File: config.mk
export PLATFORM = sky130hd
export DESIGN_NAME = hazard_ctrl_flat
export DESIGN_NICKNAME = d
export VERILOG_FILES = /design/src/rtl/hazard_ctrl_pkg.sv /design/src/rtl/hazard_ctrl_if.sv /design/src/rtl/hazard_ctrl_ld_use_detect.sv /design/src/rtl/hazard_ctrl.sv /design/src/flat_wrapper.sv
export SDC_FILE = /design/constraint.sdc
export NUM_CORES = 1
export LEC_CHECK = 0
export CORE_MARGIN = 5
export CORE_UTILIZATION = 37
export DETAILED_ROUTE_END_ITERATION = 10
export MAX_ROUTING_LAYER = met4
export PLACE_DENSITY = 0.73
export SLEW_MARGIN = 5
export SYNTH_ARGS = -nofsm -noshare
export SYNTH_HDL_FRONTEND = slang
export SYNTH_SLANG_ARGS = --single-unit
File: constraint.sdc
create_clock -name CLK -period 1.8 [get_ports CLK]
set_input_delay 0.18 -clock CLK [delete_from_list [all_inputs] [get_ports CLK]]
set_output_delay 0.18 -clock CLK [all_outputs]
set_load 0.03 [all_outputs]
File: src/rtl/hazard_ctrl_pkg.sv
// Shared constants for the pipeline hazard/sequencing controller:
// register-id sentinel, FSM state encodings and PC-select codes.
package hazard_pkg;

    localparam logic [3:0] NOREG = 4'b1111;

    typedef enum logic [1:0] {
        RUN       = 2'b00,
        MEMSTALL  = 2'b01,
        EXC_DRAIN = 2'b10,
        EXC_JUMP  = 2'b11
    } state_t;

    localparam logic [1:0] PC_SEL_SEQ = 2'b00;
    localparam logic [1:0] PC_SEL_BR  = 2'b01;
    localparam logic [1:0] PC_SEL_EXC = 2'b10;

endpackage

File: src/rtl/hazard_ctrl_if.sv
// Pipeline-facing signal bundle of the hazard controller; the controller
// takes the slave side, the pipeline (or a bench) drives the master side.
interface hazard_ctrl_if;
    logic [3:0]  id_regsrc1_i;
    logic [3:0]  id_regsrc2_i;
    logic        ex_memread_i;
    logic [3:0]  ex_regdst_i;
    logic        branch_taken_i;
    logic        mem_access_i;
    logic        exc_req_i;
    logic [15:0] epc_i;
    logic        pc_stall_o;
    logic        if_id_stall_o;
    logic        flush_if_o;
    logic        flush_id_o;
    logic [1:0]  pc_sel_o;
    logic [15:0] epc_o;
    logic [1:0]  state_o;

    modport master (
        output id_regsrc1_i, id_regsrc2_i, ex_memread_i, ex_regdst_i,
               branch_taken_i, mem_access_i, exc_req_i, epc_i,
        input  pc_stall_o, if_id_stall_o, flush_if_o, flush_id_o,
               pc_sel_o, epc_o, state_o
    );

    modport slave (
        input  id_regsrc1_i, id_regsrc2_i, ex_memread_i, ex_regdst_i,
               branch_taken_i, mem_access_i, exc_req_i, epc_i,
        output pc_stall_o, if_id_stall_o, flush_if_o, flush_id_o,
               pc_sel_o, epc_o, state_o
    );
endinterface

File: src/rtl/hazard_ctrl_ld_use_detect.sv
// Combinational load-use detector: a load in EX whose destination feeds
// either source of the instruction in ID.
module ld_use_detect
    import hazard_pkg::*;
(
    input  logic       ex_memread,
    input  logic [3:0] ex_regdst,
    input  logic [3:0] id_regsrc1,
    input  logic [3:0] id_regsrc2,
    output logic       lu
);
    assign lu = ex_memread && (ex_regdst != NOREG) &&
                ((ex_regdst == id_regsrc1) || (ex_regdst == id_regsrc2));
endmodule

File: src/rtl/hazard_ctrl.sv
// Prioritised stall/flush source for the five-stage pipeline: structural
// memory stalls, exception drain-and-vector, load-use bubbles and branches.
module hazard_ctrl
    import hazard_pkg::*;
#(
    parameter int MEM_WAIT = 1,
    parameter int DRAIN    = 2
)(
    input logic         CLK,
    input logic         RST,
    hazard_ctrl_if.slave hz
);
    localparam logic [2:0] MEM_CNT   = 3'(MEM_WAIT - 1);
    localparam logic [2:0] DRAIN_CNT = 3'(DRAIN - 1);

    state_t      state_reg;
    logic [2:0]  cnt_reg;
    logic        exc_pend_reg;
    logic [15:0] epc_reg;
    logic        lu;
    logic        exc;

    ld_use_detect u_ld_use (
        .ex_memread (hz.ex_memread_i),
        .ex_regdst  (hz.ex_regdst_i),
        .id_regsrc1 (hz.id_regsrc1_i),
        .id_regsrc2 (hz.id_regsrc2_i),
        .lu         (lu)
    );

    assign exc        = hz.exc_req_i || exc_pend_reg;
    assign hz.epc_o   = epc_reg;
    assign hz.state_o = state_reg;

    always_ff @(posedge CLK) begin
        if (RST) begin
            state_reg    <= RUN;
            cnt_reg      <= 3'd0;
            exc_pend_reg <= 1'b0;
            epc_reg      <= 16'h0000;
        end else begin
            case (state_reg)
                RUN: begin
                    if (hz.mem_access_i) begin
                        // A request colliding with a memory stall is parked; first EPC wins.
                        if (hz.exc_req_i && !exc_pend_reg) begin
                            exc_pend_reg <= 1'b1;
                            epc_reg      <= hz.epc_i;
                        end
                        if (MEM_WAIT > 1) begin
                            state_reg <= MEMSTALL;
                            cnt_reg   <= MEM_CNT;
                        end
                    end else if (exc) begin
                        if (!exc_pend_reg)
                            epc_reg <= hz.epc_i;
                        exc_pend_reg <= 1'b0;
                        cnt_reg      <= DRAIN_CNT;
                        state_reg    <= (DRAIN == 1) ? EXC_JUMP : EXC_DRAIN;
                    end
                end
                MEMSTALL: begin
                    if (hz.exc_req_i && !exc_pend_reg) begin
                        exc_pend_reg <= 1'b1;
                        epc_reg      <= hz.epc_i;
                    end
                    cnt_reg <= cnt_reg - 3'd1;
                    if (cnt_reg <= 3'd1)
                        state_reg <= RUN;
                end
                EXC_DRAIN: begin
                    cnt_reg <= cnt_reg - 3'd1;
                    if (cnt_reg <= 3'd1)
                        state_reg <= EXC_JUMP;
                end
                EXC_JUMP: state_reg <= RUN;
                default:  state_reg <= RUN;
            endcase
        end
    end

    always_comb begin
        hz.pc_stall_o    = 1'b0;
        hz.if_id_stall_o = 1'b0;
        hz.flush_if_o    = 1'b0;
        hz.flush_id_o    = 1'b0;
        hz.pc_sel_o      = PC_SEL_SEQ;
        if (!RST) begin
            case (state_reg)
                RUN: begin
                    if (hz.mem_access_i) begin
                        hz.pc_stall_o = 1'b1;
                        hz.flush_if_o = 1'b1;
                    end else if (exc) begin
                        hz.pc_stall_o = 1'b1;
                        hz.flush_if_o = 1'b1;
                        hz.flush_id_o = 1'b1;
                    end else if (lu) begin
                        hz.pc_stall_o    = 1'b1;
                        hz.if_id_stall_o = 1'b1;
                        hz.flush_id_o    = 1'b1;
                    end else if (hz.branch_taken_i) begin
                        hz.pc_sel_o   = PC_SEL_BR;
                        hz.flush_if_o = 1'b1;
                    end
                end
                MEMSTALL: begin
                    hz.pc_stall_o = 1'b1;
                    hz.flush_if_o = 1'b1;
                end
                EXC_DRAIN: begin
                    hz.pc_stall_o = 1'b1;
                    hz.flush_if_o = 1'b1;
                    hz.flush_id_o = 1'b1;
                end
                EXC_JUMP: begin
                    hz.pc_sel_o   = PC_SEL_EXC;
                    hz.flush_if_o = 1'b1;
                    hz.flush_id_o = 1'b1;
                end
                default: ;
            endcase
        end
    end
endmodule

File: src/flat_wrapper.sv
// flat-port wrapper written by rule: the top's interface ports become plain ports
module hazard_ctrl_flat import hazard_pkg::*;
#(
    parameter int MEM_WAIT = 1,
    parameter int DRAIN    = 2
)
  (CLK, RST, hz_id_regsrc1_i, hz_id_regsrc2_i, hz_ex_memread_i, hz_ex_regdst_i, hz_branch_taken_i, hz_mem_access_i, hz_exc_req_i, hz_epc_i, hz_pc_stall_o, hz_if_id_stall_o, hz_flush_if_o, hz_flush_id_o, hz_pc_sel_o, hz_epc_o, hz_state_o);
  hazard_ctrl_if hz_i ();
  input logic CLK;
  input logic RST;
  input wire logic [$bits(hz_i.id_regsrc1_i)-1:0] hz_id_regsrc1_i;
  input wire logic [$bits(hz_i.id_regsrc2_i)-1:0] hz_id_regsrc2_i;
  input wire logic [$bits(hz_i.ex_memread_i)-1:0] hz_ex_memread_i;
  input wire logic [$bits(hz_i.ex_regdst_i)-1:0] hz_ex_regdst_i;
  input wire logic [$bits(hz_i.branch_taken_i)-1:0] hz_branch_taken_i;
  input wire logic [$bits(hz_i.mem_access_i)-1:0] hz_mem_access_i;
  input wire logic [$bits(hz_i.exc_req_i)-1:0] hz_exc_req_i;
  input wire logic [$bits(hz_i.epc_i)-1:0] hz_epc_i;
  output wire logic [$bits(hz_i.pc_stall_o)-1:0] hz_pc_stall_o;
  output wire logic [$bits(hz_i.if_id_stall_o)-1:0] hz_if_id_stall_o;
  output wire logic [$bits(hz_i.flush_if_o)-1:0] hz_flush_if_o;
  output wire logic [$bits(hz_i.flush_id_o)-1:0] hz_flush_id_o;
  output wire logic [$bits(hz_i.pc_sel_o)-1:0] hz_pc_sel_o;
  output wire logic [$bits(hz_i.epc_o)-1:0] hz_epc_o;
  output wire logic [$bits(hz_i.state_o)-1:0] hz_state_o;
  assign hz_i.id_regsrc1_i = hz_id_regsrc1_i;
  assign hz_i.id_regsrc2_i = hz_id_regsrc2_i;
  assign hz_i.ex_memread_i = hz_ex_memread_i;
  assign hz_i.ex_regdst_i = hz_ex_regdst_i;
  assign hz_i.branch_taken_i = hz_branch_taken_i;
  assign hz_i.mem_access_i = hz_mem_access_i;
  assign hz_i.exc_req_i = hz_exc_req_i;
  assign hz_i.epc_i = hz_epc_i;
  assign hz_pc_stall_o = hz_i.pc_stall_o;
  assign hz_if_id_stall_o = hz_i.if_id_stall_o;
  assign hz_flush_if_o = hz_i.flush_if_o;
  assign hz_flush_id_o = hz_i.flush_id_o;
  assign hz_pc_sel_o = hz_i.pc_sel_o;
  assign hz_epc_o = hz_i.epc_o;
  assign hz_state_o = hz_i.state_o;
  hazard_ctrl #(.MEM_WAIT(MEM_WAIT), .DRAIN(DRAIN)) u_core (.CLK(CLK), .RST(RST), .hz(hz_i));
endmodule
==> run summary <==
The worst path in the final design needs a cycle of 1.82 ns, including I/O delays and setup. The first detailed-routing pass ran for 4 iterations. After global routing the overflow that remains totals 0. The worst path setup slack after routing is -0.0180 ns. For the max-slew violation count, the log shows 0. The run finished, with violations left. After detailed routing, the number of vias per cell comes to 4.78. The Yosys step of the flow raised 0 warnings. The maximum clock rate is 550 MHz. The root buffer cell chosen for the clock tree is clkbuf_4.

The routed design has 3240 um of wire. The logs give 0.378 for the initial cell density of the core and 0 for the max capacitance violation total. Cell count after synthesis: 146. For this run, the leading register cell type out of synthesis is dfxtp_1. TritonCTS built the clock tree. For the leakage component of the power, the log shows 0.720 nW. CTS saw 22 sinks. The detailed placer's ending HPWL is 2510 um, and the proportion of layout cells with a drive suffix above 1 is 0.266. Counting flops and latches in the post-synthesis netlist gives 22. For the maximum number of pins on one net before global-route repair, the log shows 24. The clock passes through at most 2 buffers. Along the worst path, the maximum fanout reaches 4. The overall global routing resource usage is 0.145, and the number of antenna repair diodes is 0. The finished cells cover 0.00195 mm^2. The final total power was 2.31 mW. The net count after synthesis was 188. The weighted congestion reported at the end of routability-driven placement was 0.749; the path depth of the worst reg2reg path was 7.

The vertical die dimension was 67.9 um; the filler cell count in the final layout was 302. The first global-routing pass estimated 5110 um of wire. In this run, post-CTS hold repair placed 0 buffers. The worst hold path cell count came out at 3. The floorplan step set the die width to 67.9 um. The tightest min-delay check is of the in2reg type.

The number of library cell types mapped by synthesis was 34. The share of flip-flops with an asynchronous set or reset is 0. The period utilization is 1.01, and the sequential area share after synthesis is 0.354. The worst-case IR drop observed on VDD is 0.718 mV. The count of buffers inserted at the top-level ports is 57.

Path type of the worst setup path: reg2out. The initialized floorplan defines 21 standard-cell rows. The clock slew at the register clock pins of the worst setup and hold paths is 0.12 ns, and the routed length per placed instance is 12.8 um. The library cell with the highest instance count after synthesis is nand2_1. The violation count after the first detailed-routing iteration was 47; the initial antenna violation count was 0.

The mean post-synth cell area works out to 8.51 um^2. The run gives 1 as the count of endpoints failing setup in the final report. The run gives 0.420 ns as the worst hold-check slack.

At the pin with the least slew margin, the transition time is 0.379 ns. The area enclosed by the die boundary was 0.00462 mm^2; the number of hold-slack violations in the final timing report was 0. For the data arrival time of the critical path, the log shows 1.64 ns. Category of the worst setup path capture point: an output port.

The share of the core filled with cells is 0.595. The fraction of synthesized cell area taken by the top area cell type is 0.354. The number of vias after detailed routing is 1209. The count of antenna-violating nets left after detailed routing was 0; the worst slack after detailed placement was -0.0304 ns.

The run gives 0.00124 mm^2 as the post-synthesis instance area. Data on the critical path is required at its endpoint by 1.62 ns. The clock insertion delay at the later pin of the skew report is 0.30 ns. STA classifies the critical path startpoint as a flip-flop. The logs give 0.747 for the tightest slew margin relative to the limit and 58 for the number of I/O pins. The biggest area contributor in the post-synthesis netlist is dfxtp_1. The number of H-tree levels came out at 1. The layout net count came out at 250. The core region is 0.00328 mm^2.

Clock skew on the completed layout was measured at 0.00216 ns. The layout overhead on the synthesized area was 57.2%; the via count of the first global-routing pass was 1218. Counting the buffers created by CTS gives 3. Setup repair after global routing could not meet its margin everywhere. The final reports fail on negative setup slack. Sorting the synthesized cells by how often they occur yields nand2_1, dfxtp_1, a21oi_1, a21oi_2, nand2_2. After detailed routing, the number of remaining DRC violations is 0. Ratio of total power to cell area: 1190 mW/mm^2. After detailed placement, the total cell area comes to 0.00186 mm^2. In this run, synthesis inferred 0 flip-flops with an integrated enable.

The number of flip-flops under the largest register name came out at 16. Yosys attributes the largest share of cell area to dfxtp_1, ha_1, nand2_1.
[report_power, final]
part | internal [mW] | switching [mW] | total [mW] | leakage (nW)
clock network | 0.123 | 0.142 | 0.265 | 0.0210
registers | 0.604 | 0.0869 | 0.691 | 0.181
logic | 0.603 | 0.756 | 1.36 | 0.518
[metal layers]
layer,wire length [um],share of wire,global-route usage
met3,183,0.056,0.0296
met2,1780,0.55,0.272
met5,0,0,-
met4,4,0.0012,0.0248
met1,1270,0.39,0.158
[worst max-delay path, stage by stage, from the launching register on]
cell	delay [ns]
dfxtp_2	0.35
inv_4	0.08
ha_4	0.13
or2b_1	0.27
nor2_2	0.14
nand3_1	0.10
nor2_2	0.14
buf_6	0.14
[path summary, 6_finish.rpt]
path,from,to,slack [ns]
max,u_core.hz.state_o[0],hz_pc_sel_o[0],-0.02
min,hz_epc_i[2],u_core.hz.epc_o[2],0.42
max reg2reg,u_core.hz.state_o[0],u_core.hz.epc_o[3],0.08
min reg2reg,u_core.hz.epc_o[14],u_core.hz.epc_o[14],0.46
[cell type report]
| type | count | area (um^2) | area share |
|---|---|---|---|
| multi-input combinational | 114 | 777 | 0.398 |
| tap | 46 | 57.6 | 0.0295 |
| sequential | 22 | 443 | 0.227 |
| inverter | 4 | 20.0 | 0.0102 |
| clock buffer | 4 | 36.3 | 0.0186 |
| timing repair buffer | 63 | 619 | 0.317 |
[timing repair]
item                                    4_1_cts  5_1_grt
gates cloned                                  0        0
gates resized for setup                      16        5
endpoints found under the setup margin        4        4
setup buffers                                 1        0
pin swaps                                     1        4
endpoints found under the hold margin         0        0
[placed cells by master, fill, tap and decap left out, types with 2 or more instances in the layout]
cell type        instances
buf_4                    8
a21oi_2                 12
nand4_1                  3
dlygate4sd2_1            4
nor2_1                   7
ha_2                     3
nand2b_1                 3
nor3_1                   2
o22ai_1                  2
inv_1                    2
clkdlybuf4s50_1         47
nand2_2                 10
nand3_1                  2
dfxtp_1                 20
nand2_1                 26
xnor2_1                  8
ha_1                     4
clkbuf_4                 3
inv_4                    2
nor2b_1                  2
nor2_2                   2
a21oi_1                 10
dfxtp_2                  2
buf_6                    3
[cell families (layout without fill, tap and decap cells)]
kind of cell    count (synthesis)  in the layout  synth area share
compound gates                 33             33             0.194
xor+xnor                        8              8            0.0564
fa+ha+maj                       8              8            0.0806
buf+inv                        10             71            0.0514
flops                          22             22             0.354
simple gates                   65             65             0.263
[metrics by stage]
| step | TNS, ns | std cells |
|---|---|---|
| after floorplan | 0 | 146 |
| after global placement | 0 | 248 |
| after detailed placement | -0.0304 | 248 |
| after CTS | -0.0138 | 253 |
| after global routing | -0.329 | 253 |
| final | -0.0180 | 253 |
Note: power is estimated with default switching activity, not from simulation.
